File: src/rtl/strategy1_pkg.sv
// strategy1_pkg
//   Shared definitions for the strategy-1 bit-plane accumulator:
//   - state_e        : control FSM states (IDLE, ACCUM, DONE)
//   - DEF_*          : default lane count, lane input width, accumulator width
//                      and maximum bit-planes per group
//   - lane_lo()      : LSB position of lane k in a packed lane bus
package strategy1_pkg;

  typedef enum logic [1:0] {
    ST_IDLE  = 2'd0,
    ST_ACCUM = 2'd1,
    ST_DONE  = 2'd2
  } state_e;

  localparam int unsigned DEF_N_LANE     = 16;
  localparam int unsigned DEF_IN_W       = 23;
  localparam int unsigned DEF_ACC_W      = 32;
  localparam int unsigned DEF_MAX_PLANES = 8;

  function automatic int unsigned lane_lo(input int unsigned lane, input int unsigned width);
    return lane * width;
  endfunction

endpackage

File: src/rtl/strategy1_accum_lane.sv
// strategy1_accum_lane
//   One lane of the bit-plane accumulator: acc = term on load, or
//   acc = (acc <<< 1) + term on update, where term = i_neg ? -x : x with x
//   sign-extended. Wraps modulo 2^ACC_W by default; with STRATEGY1_ACCUM_SAT_EN
//   defined, the combined shift-and-add saturates to the ACC_W signed range.
// Ports:
//   i_clk, i_rst_n : clock, async active-low reset (acc cleared)
//   i_load         : load acc with the term (first plane)
//   i_upd          : shift-and-add the term (subsequent plane)
//   i_neg          : subtract the term instead of adding it
//   i_x [IN_W]     : signed lane input
//   o_acc [ACC_W]  : signed lane accumulator
module strategy1_accum_lane #(
  parameter int unsigned IN_W  = 23,
  parameter int unsigned ACC_W = 32
) (
  input  logic             i_clk,
  input  logic             i_rst_n,
  input  logic             i_load,
  input  logic             i_upd,
  input  logic             i_neg,
  input  logic [IN_W-1:0]  i_x,
  output logic [ACC_W-1:0] o_acc
);

  logic signed [ACC_W-1:0] acc_q, acc_d;

`ifdef STRATEGY1_ACCUM_SAT_EN
  // Two guard bits hold the exact value of 2*acc + term before clamping.
  localparam int unsigned W_W = ACC_W + 2;
  localparam logic signed [W_W-1:0] SAT_MAX = {3'b000, {(ACC_W-1){1'b1}}};
  localparam logic signed [W_W-1:0] SAT_MIN = {3'b111, {(ACC_W-1){1'b0}}};

  logic signed [W_W-1:0] x_w, term_w, acc_w2, sum_w;

  always_comb begin
    x_w    = {{(W_W-IN_W){i_x[IN_W-1]}}, i_x};
    term_w = i_neg ? -x_w : x_w;
    acc_w2 = {acc_q[ACC_W-1], acc_q, 1'b0};
    sum_w  = i_load ? term_w : acc_w2 + term_w;
    acc_d  = acc_q;
    if (i_load || i_upd) begin
      if (sum_w > SAT_MAX) begin
        acc_d = {1'b0, {(ACC_W-1){1'b1}}};
      end else if (sum_w < SAT_MIN) begin
        acc_d = {1'b1, {(ACC_W-1){1'b0}}};
      end else begin
        acc_d = sum_w[ACC_W-1:0];
      end
    end
  end
`else
  logic signed [ACC_W-1:0] x_a, term_a, sum_a;

  always_comb begin
    x_a    = {{(ACC_W-IN_W){i_x[IN_W-1]}}, i_x};
    term_a = i_neg ? -x_a : x_a;
    sum_a  = i_load ? term_a : (acc_q <<< 1) + term_a;
    acc_d  = acc_q;
    if (i_load || i_upd) begin
      acc_d = sum_a;
    end
  end
`endif

  always_ff @(posedge i_clk or negedge i_rst_n) begin
    if (!i_rst_n) begin
      acc_q <= '0;
    end else begin
      acc_q <= acc_d;
    end
  end

  assign o_acc = acc_q;

endmodule

File: src/rtl/strategy1_accum.sv
// strategy1_accum
//   Accumulates groups of bit-planes (MSB first) across N_LANE lanes.
//   Optional feature macro: STRATEGY1_ACCUM_SAT_EN (saturating lane updates;
//   default build wraps modulo 2^ACC_W).
// Ports:
//   i_clk, i_rst_n      : clock, async active-low reset
//   i_valid, o_in_ready : plane handshake (transfer when both are 1)
//   i_first, i_last     : plane is first / last of its group
//   i_neg               : plane is subtracted (signed-weight MSB plane)
//   i_result            : packed signed lane inputs, lane k at [k*IN_W +: IN_W]
//   o_valid, i_ready    : result handshake; o_acc held while o_valid && !i_ready
//   o_acc               : packed signed accumulators, lane k at [k*ACC_W +: ACC_W]
//   o_err               : sticky plane-overrun flag
module strategy1_accum
  import strategy1_pkg::*;
#(
  parameter int unsigned N_LANE     = DEF_N_LANE,
  parameter int unsigned IN_W       = DEF_IN_W,
  parameter int unsigned ACC_W      = DEF_ACC_W,
  parameter int unsigned MAX_PLANES = DEF_MAX_PLANES
) (
  input  logic                    i_clk,
  input  logic                    i_rst_n,
  input  logic                    i_valid,
  output logic                    o_in_ready,
  input  logic                    i_first,
  input  logic                    i_last,
  input  logic                    i_neg,
  input  logic [N_LANE*IN_W-1:0]  i_result,
  output logic                    o_valid,
  input  logic                    i_ready,
  output logic [N_LANE*ACC_W-1:0] o_acc,
  output logic                    o_err
);

  localparam int unsigned CNT_W = $clog2(MAX_PLANES + 1);

  state_e           state_q, state_d;
  logic [CNT_W-1:0] cnt_q, cnt_d;
  logic             err_q, err_d;
  logic             valid_q, valid_d;
  logic             xfer, lane_load, lane_upd;

  assign o_in_ready = (state_q != ST_DONE);
  assign xfer       = i_valid && o_in_ready;

  always_comb begin
    state_d   = state_q;
    cnt_d     = cnt_q;
    err_d     = err_q;
    lane_load = 1'b0;
    lane_upd  = 1'b0;
    unique case (state_q)
      ST_IDLE, ST_ACCUM: begin
        if (xfer) begin
          if (i_first) begin
            lane_load = 1'b1;
            cnt_d     = CNT_W'(1);
            state_d   = i_last ? ST_DONE : ST_ACCUM;
          end else if (state_q == ST_ACCUM) begin
            // Non-first planes in IDLE are accepted and dropped.
            lane_upd = 1'b1;
            cnt_d    = cnt_q + CNT_W'(1);
            if (i_last) begin
              state_d = ST_DONE;
            end else if (cnt_q == CNT_W'(MAX_PLANES - 1)) begin
              state_d = ST_DONE;
              err_d   = 1'b1;
            end
          end
        end
      end
      ST_DONE: begin
        if (i_ready) begin
          state_d = ST_IDLE;
        end
      end
      default: state_d = ST_IDLE;
    endcase
    valid_d = (state_d == ST_DONE);
  end

  always_ff @(posedge i_clk or negedge i_rst_n) begin
    if (!i_rst_n) begin
      state_q <= ST_IDLE;
      cnt_q   <= '0;
      err_q   <= 1'b0;
      valid_q <= 1'b0;
    end else begin
      state_q <= state_d;
      cnt_q   <= cnt_d;
      err_q   <= err_d;
      valid_q <= valid_d;
    end
  end

  assign o_valid = valid_q;
  assign o_err   = err_q;

  for (genvar k = 0; k < N_LANE; k++) begin : g_lane
    strategy1_accum_lane #(
      .IN_W  (IN_W),
      .ACC_W (ACC_W)
    ) u_lane (
      .i_clk   (i_clk),
      .i_rst_n (i_rst_n),
      .i_load  (lane_load),
      .i_upd   (lane_upd),
      .i_neg   (i_neg),
      .i_x     (i_result[lane_lo(k, IN_W) +: IN_W]),
      .o_acc   (o_acc[lane_lo(k, ACC_W) +: ACC_W])
    );
  end

endmodule

File: config.mk
export PLATFORM = sky130hd
export DESIGN_NAME = strategy1_accum
export DESIGN_NICKNAME = d
export VERILOG_FILES = /design/src/rtl/strategy1_pkg.sv /design/src/rtl/strategy1_accum_lane.sv /design/src/rtl/strategy1_accum.sv
export SDC_FILE = /design/constraint.sdc
export NUM_CORES = 2
export LEC_CHECK = 0
export CAP_MARGIN = 20
export CORE_UTILIZATION = 45
export DETAILED_ROUTE_END_ITERATION = 16
export GPL_TIMING_DRIVEN = 1
export MAX_ROUTING_LAYER = met4
export PLACE_DENSITY = 0.73
export SETUP_SLACK_MARGIN = 0.4
export SLEW_MARGIN = 20
export SYNTH_ARGS = -nofsm -noshare
export SYNTH_HDL_FRONTEND = slang
export SYNTH_SLANG_ARGS = --single-unit
File: constraint.sdc
create_clock -name i_clk -period 4.65 [get_ports i_clk]
set_clock_uncertainty 0.2 [all_clocks]
set_input_delay 0.465 -clock i_clk [delete_from_list [all_inputs] [get_ports i_clk]]
set_output_delay 0.465 -clock i_clk [all_outputs]
set_load 0.02 [all_outputs]
Word level (Yosys, flattened, before mapping)
Index checks and enable logic that the tools add are counted.
W data, S select, Z words.
- bits in writable memories: 0
- logic and storage cells: 116
- input bits: 375
- output and inout bits: 515
- memories kept: 0
- latch bits: 0
- bits in registers: 520
- bits in read-only memories: 0
- add/sub/neg operators: 33
- bitwise gates (word level): 2
- equal/unequal tests: 5
- magnitude comparators: 0
- $mul: 0
- reductions and logical operators: 7
- multiplexer cells: 49
- div/mod/pow operators: 0
- shift operators: 0
- operators by type and width (cell ; number):
    $mux W32 ; 32
    $add A32 B32 Y32 ; 16
    $neg A23 Y32 ; 16
    $mux W2 ; 7
    $mux W4 ; 2
    $mux W1 ; 7
    $reduce_and A6 Y1 ; 1
    $add A4 B1 Y4 const B ; 1
    $eq A2 B2 Y1 const B ; 2
    $eq A4 B3 Y1 const B ; 1
    $pmux W2 S2 ; 1
    $reduce_and A3 Y1 ; 1
    $eq A2 B1 Y1 const B ; 1
    $logic_not A2 Y1 ; 1
    $ne A2 B2 Y1 const B ; 1
    $not A1 Y1 ; 2
    $reduce_bool A2 Y1 ; 1
    $reduce_or A2 Y1 ; 1
    $logic_and A1 B1 Y1 ; 1
    $logic_or A1 B1 Y1 ; 1

Longest topological paths before layout
- word-level depth: 8
- mapped depth: 22
- gate-level depth less buffers: 22

By module
A second synthesis with hierarchy kept.
- cells, all modules: 7453
- area total of the unflattened synthesis: 59370.7 sq um
- by module, submodules not included (module ; sequential area each (sq um) ; area an instance (sq um) ; cells an instance ; times used):
    strategy1_accum_lane (g_lane[10].u_lane ...) ; 800.8 ; 3662.3 ; 462 ; 8
    strategy1_accum_lane (g_lane[6].u_lane ...) ; 800.8 ; 3664.8 ; 459 ; 3
    strategy1_accum_lane (g_lane[12].u_lane ...) ; 800.8 ; 3746.1 ; 472 ; 2
    strategy1_accum_lane (g_lane[11].u_lane) ; 800.8 ; 3776.1 ; 466 ; 1
    strategy1_accum_lane (g_lane[8].u_lane) ; 800.8 ; 3683.5 ; 463 ; 1
    strategy1_accum_lane (g_lane[0].u_lane) ; 800.8 ; 3677.3 ; 464 ; 1
    strategy1_accum ; 200.2 ; 449.2 ; 43 ; 1

Least setup slack after synthesis
No wires, ideal clock.
- path kind: input to register
- start: input port i_neg
- end: register g_lane[14].u_lane.acc_q[31]
- setup slack: -0.584 ns
- required time: 4.326 ns
- library setup time: 0.124 ns
- buffers on the path: 5
- arrival time: 4.910 ns
- stages on the path: 21
- cells stage by stage: clkbuf_1 > buf_1 > buf_1 > clkbuf_1 > clkbuf_1 > nand2_1 > o21ai_0 > ha_1 > inv_1 > fa_1 > nor2b_1 > o21ai_0 > a21oi_1 > o21ai_0 > o2111ai_1 > a221oi_1 > o41ai_2 > a2111oi_0 > o41ai_1 > mux2i_1 > a211o_1
- cells in the longest elaborated chain, start to end: 3
- RTL lines (item ; RTL line ; RTL):
    from (decl) ; strategy1_accum.sv:28 ; input logic i_neg,
    $mux W32 * ; strategy1_accum_lane.sv:57 ; term_a = i_neg ? -x_a : x_a;
    $add A32 B32 Y32 ; strategy1_accum_lane.sv:58 ; sum_a = i_load ? term_a : (acc_q <<< 1) + term_a;
    $mux W32 * ; strategy1_accum_lane.sv:58 ;
    to (signal assigned) ; strategy1_accum_lane.sv:68 ; acc_q <= '0;
    to (signal assigned) ; strategy1_accum_lane.sv:70 ; acc_q <= acc_d;
    to (decl) ; strategy1_accum_lane.sv:26 ; logic signed [ACC_W-1:0] acc_q, acc_d;
Mark *: on every way between the ends. The rest lies on a longest branch, timed or not.
A chain may end at the register's enable or synchronous reset.

Final worst setup path
- start: input port i_result[140]
- end: register g_lane[6].u_lane.acc_q[31]
- cells in the longest elaborated chain, start to end: 4
- RTL lines (item ; RTL line ; RTL):
    from (decl) ; strategy1_accum.sv:29 ; input logic [N_LANE*IN_W-1:0] i_result,
    $neg A23 Y32 ; strategy1_accum_lane.sv:57 ;
    $mux W32 * ; strategy1_accum_lane.sv:57 ;
    $add A32 B32 Y32 ; strategy1_accum_lane.sv:58 ;
    $mux W32 * ; strategy1_accum_lane.sv:58 ;
    to (signal assigned) ; strategy1_accum_lane.sv:68 ;
    to (signal assigned) ; strategy1_accum_lane.sv:70 ;
    to (decl) ; strategy1_accum_lane.sv:26 ;
Marks and branches as above.

==> results by group <==
Run status
  – Status: completed

STA
  – Slew Limit Fails: 0
  – Final setup vio count: 0
  – Relative slew slack: about 45%
  – Final period util: around 100%
  – Worst hold slack: roughly 19 ps
  – Slew @ Worst Pin: 828.0 ps
  – Tmin final: 4633 ps
  – Fin. Hold Viols: 0
  – RSZ-0062 raised after global routing: true
  – Fmax: approximately 0.22 GHz

Floorplanning
  – Core Footprint: roughly 0.12 mm^2
  – Die area: between 0.1 and 0.15 mm^2
  – Die span in x: between 300 and 400 um
  – Die H: 349.5 um
  – FP Rows: about 130
  – Starting density of the core: between 40% and 50%
  – I/O pin cnt: about 900

Power
  – Max IR drop VDD: between 300 and 400 uV
  – PD cells: between 500 and 600 mW/mm^2
  – Leakage power: 0.03817 uW

CTS
  – Clock sink count: between 500 and 600
  – Root Buffer: clkbuf_16
  – TritonCTS clock tree: yes
  – Clock latency on the worst-skew pair: 660 ps
  – Cts bufs inserted: 73
  – CTS Buffer Depth: 3
  – Clk slew on worst S/H paths: approximately 60 ps
  – H-tree Lvls: 3

Global route
  – Pin count of the biggest net entering global routing: ~130
  – First-pass GRT wire length: about 350 mm
  – Tot GR Track Use: 37.11%
  – Overflow after GRT: 0
  – Vias in the first global route: 63430
  – Initial antenna violation count: 27

Final layout
  – Cell area after layout: 0.08401 mm^2
  – Area grow syn2layout: 54.65%
  – Layout fillers: ~9200
  – Nets: 10180
  – Share of layout cells above drive strength 1: a little over a quarter

Synthesis
  – Mapped cell area: 0.05432 mm^2
  – Most used flip-flop cell after synthesis: dfrtp_1
  – Flops & latches, synth: 520
  – Post-synthesis sequential area ratio: between 20% and 30%
  – Syn Nets: about 7700
  – Mapped Cells: 6743
  – Post-synth ARST share: 100.0%
  – Synth area leaders: dfrtp_1, ha_1, xnor2_1
  – Yosys cell types: 94
  – Most frequent cell after synthesis: o21ai_0
  – Top-area cell type share of the netlist area: a little under a quarter
  – Commonest cells post-synth: o21ai_0, a21oi_1, ha_1
  – Post-synth EDFFs: 0
  – Ys Warns: 0
  – Syn Area/Cell: between 8 and 9 um^2
  – Area leader, netlist: dfrtp_1

Critical path
  – Crit-path cells: clkbuf_2, nor2_2, nand2_2, or2_4, or3_4, or3_4, or4_4, o21ai_4, xnor2_2, ha_1, a21o_1, a21o_1, a21oi_2, o2111ai_2, o21ai_2, buf_6, o211ai_1, a31oi_2, o21ai_2, buf_4, a2111oi_4, o21ai_1
  – Max stage delay on crit path: 450 ps
  – Req. time, crit path: about 5000 ps
  – Setup crit start kind: primary input
  – Buf/Inv on CP: 3
  – Path depth of the worst reg2reg path: 16
  – Crit end category: flip-flop
  – CP max-delay cell: or4_4
  – Worst path depth: 22
  – CP Data Arrival Time: slightly below 5000 ps
  – Delay-heaviest family, CP: compound AO/OA/AOI/OAI gates
  – Worst Path Max Fanout: 3
  – Setup CP Type: primary input to flip-flop

Drt
  – DR vias: 64270
  – DRT iter0 DRCs: about 4700
  – Final ANT Viol Nets: 0
  – Vias/cell: around 6
  – DR DRC count: 0
  – Total Wirelength: around 230 mm
  – Wirelength per Cell: approximately 22 um
  – Iteration count of the initial detailed-routing pass: 6

Place
  – PortBufs: ~900
  – Area post-placement: a little under 0.08 mm^2
  – Gpl congestion: between 1 and 1.5
  – Post-DP HPWL: between 150 and 200 mm

Hold path
  – Worst hold path depth: 4
  – Worst hold-check path type: primary input to flip-flop

Job
  – Max capacitance violation total: 0
-- worst reg2reg max path, cell delays in order (launching register included) --
cell and delay [ps]:
dfrtp_1 500, inv_1 110, fa_1 470, nor2b_2 220, o2111ai_2 160, a31oi_2 230
nand4_1 230, a2111oi_4 360, buf_4 180, o41ai_4 70, buf_4 170, nor2_4 100
nand2_2 70, o41ai_2 360, buf_4 180, xnor2_2 110, a21oi_1 80
-- layout make-up --
type / instances / area (um^2) / share of cell area (%)
Sequential cell: 520 / 13010 / 15.49
Inverter: 203 / 807.0 / 0.9606
Timing Repair Buffer: 2632 / 22530 / 26.81
Tap cell: 1612 / 2017 / 2.401
Clock buffer: 109 / 2187 / 2.603
Multi-Input combinational cell: 5748 / 43090 / 51.29
Clock inverter: 22 / 300.3 / 0.3574
Antenna cell: 27 / 67.56 / 0.08042
-- timing repair --
action,4_1_cts,5_1_grt
buffers inserted,86,85
endpoints found under the setup margin,136,155
pin swaps,224,353
hold buffers,4,0
gates resized for setup,380,562
endpoints found under the hold margin,61,0
-- logic make-up (layout without fill, tap and decap cells) --
kind of cell	Yosys count	in the layout	share of synthesized area, %
simple gates	1782	1782	15.82
other cells	0	27	0
xor+xnor	718	718	11.58
buf+inv	475	2966	3.420
flops	520	520	23.95
mux	43	43	0.8107
fa+ha+maj	625	625	14.62
compound gates	2580	2580	29.80
-- path summary, 6_finish.rpt --
kind	end	start	slack [ps]
min in group asynchronous	g_lane[4].u_lane.o_acc[13]	i_rst_n	190
min reg2reg	o_err	o_err	280
max	g_lane[6].u_lane.o_acc[31]	i_result[140]	20
max reg2reg	g_lane[4].u_lane.o_acc[29]	g_lane[4].u_lane.o_acc[1]	720
min	g_lane[2].u_lane.o_acc[0]	i_result[46]	20
max in group asynchronous	g_lane[11].u_lane.o_acc[9]	i_rst_n	3010
-- placed cells by master, fill, tap and decap left out, types with 81 or more instances in the layout --
master and instances:
dfrtp_1 520, a21o_1 248, o21a_1 81, nand2_1 561, xnor2_1 492, ha_1 565, clkdlybuf4s50_1 769, inv_1 180
a21oi_1 620, buf_4 1681, o22ai_1 120, nor3_1 88, xor2_1 167, nor2_1 412, nor2b_1 101, nand2b_1 103
o21ai_0 563, o21ai_1 94, a22oi_1 114
-- routing by layer --
metal  part of all wire [%]  track usage (%)
met1                     38            41.88
met2                     46            59.10
met4                    7.2            22.99
met5                      0                -
met3                    8.8            9.010
-- per-stage QoR --
stage	std cells	setup TNS, ps	worst slack, ps	total power (uW)	utilization (%)
floorplan	6743	-479.9	-268.3	24660	-
global placement	10540	-62400	-855.6	37800	64.29
detailed placement	10540	-79100	-953.7	38390	64.29
CTS	10760	0	85.70	45370	67.72
global route	10870	-572.2	-272.1	50090	70.12
finish	10870	0	16.50	47260	70.12
-- flip-flops by register name (all words and copies together) (netlist names) --
register,flops
cnt_q,4
o_err,1
g_lane.u_lane.o_acc,512
state_q,2
o_valid,1
-- where the power goes --
| group | total (uW) | switching, uW | internal [uW] | leakage [uW] |
|---|---|---|---|---|
| clock | 6060 | 2430 | 3630 | 0.00123 |
| sequential | 8390 | 2260 | 6140 | 0.00602 |
| combinational | 32800 | 16700 | 16100 | 0.0309 |
No activity file was read; power rests on OpenSTA's default activity.
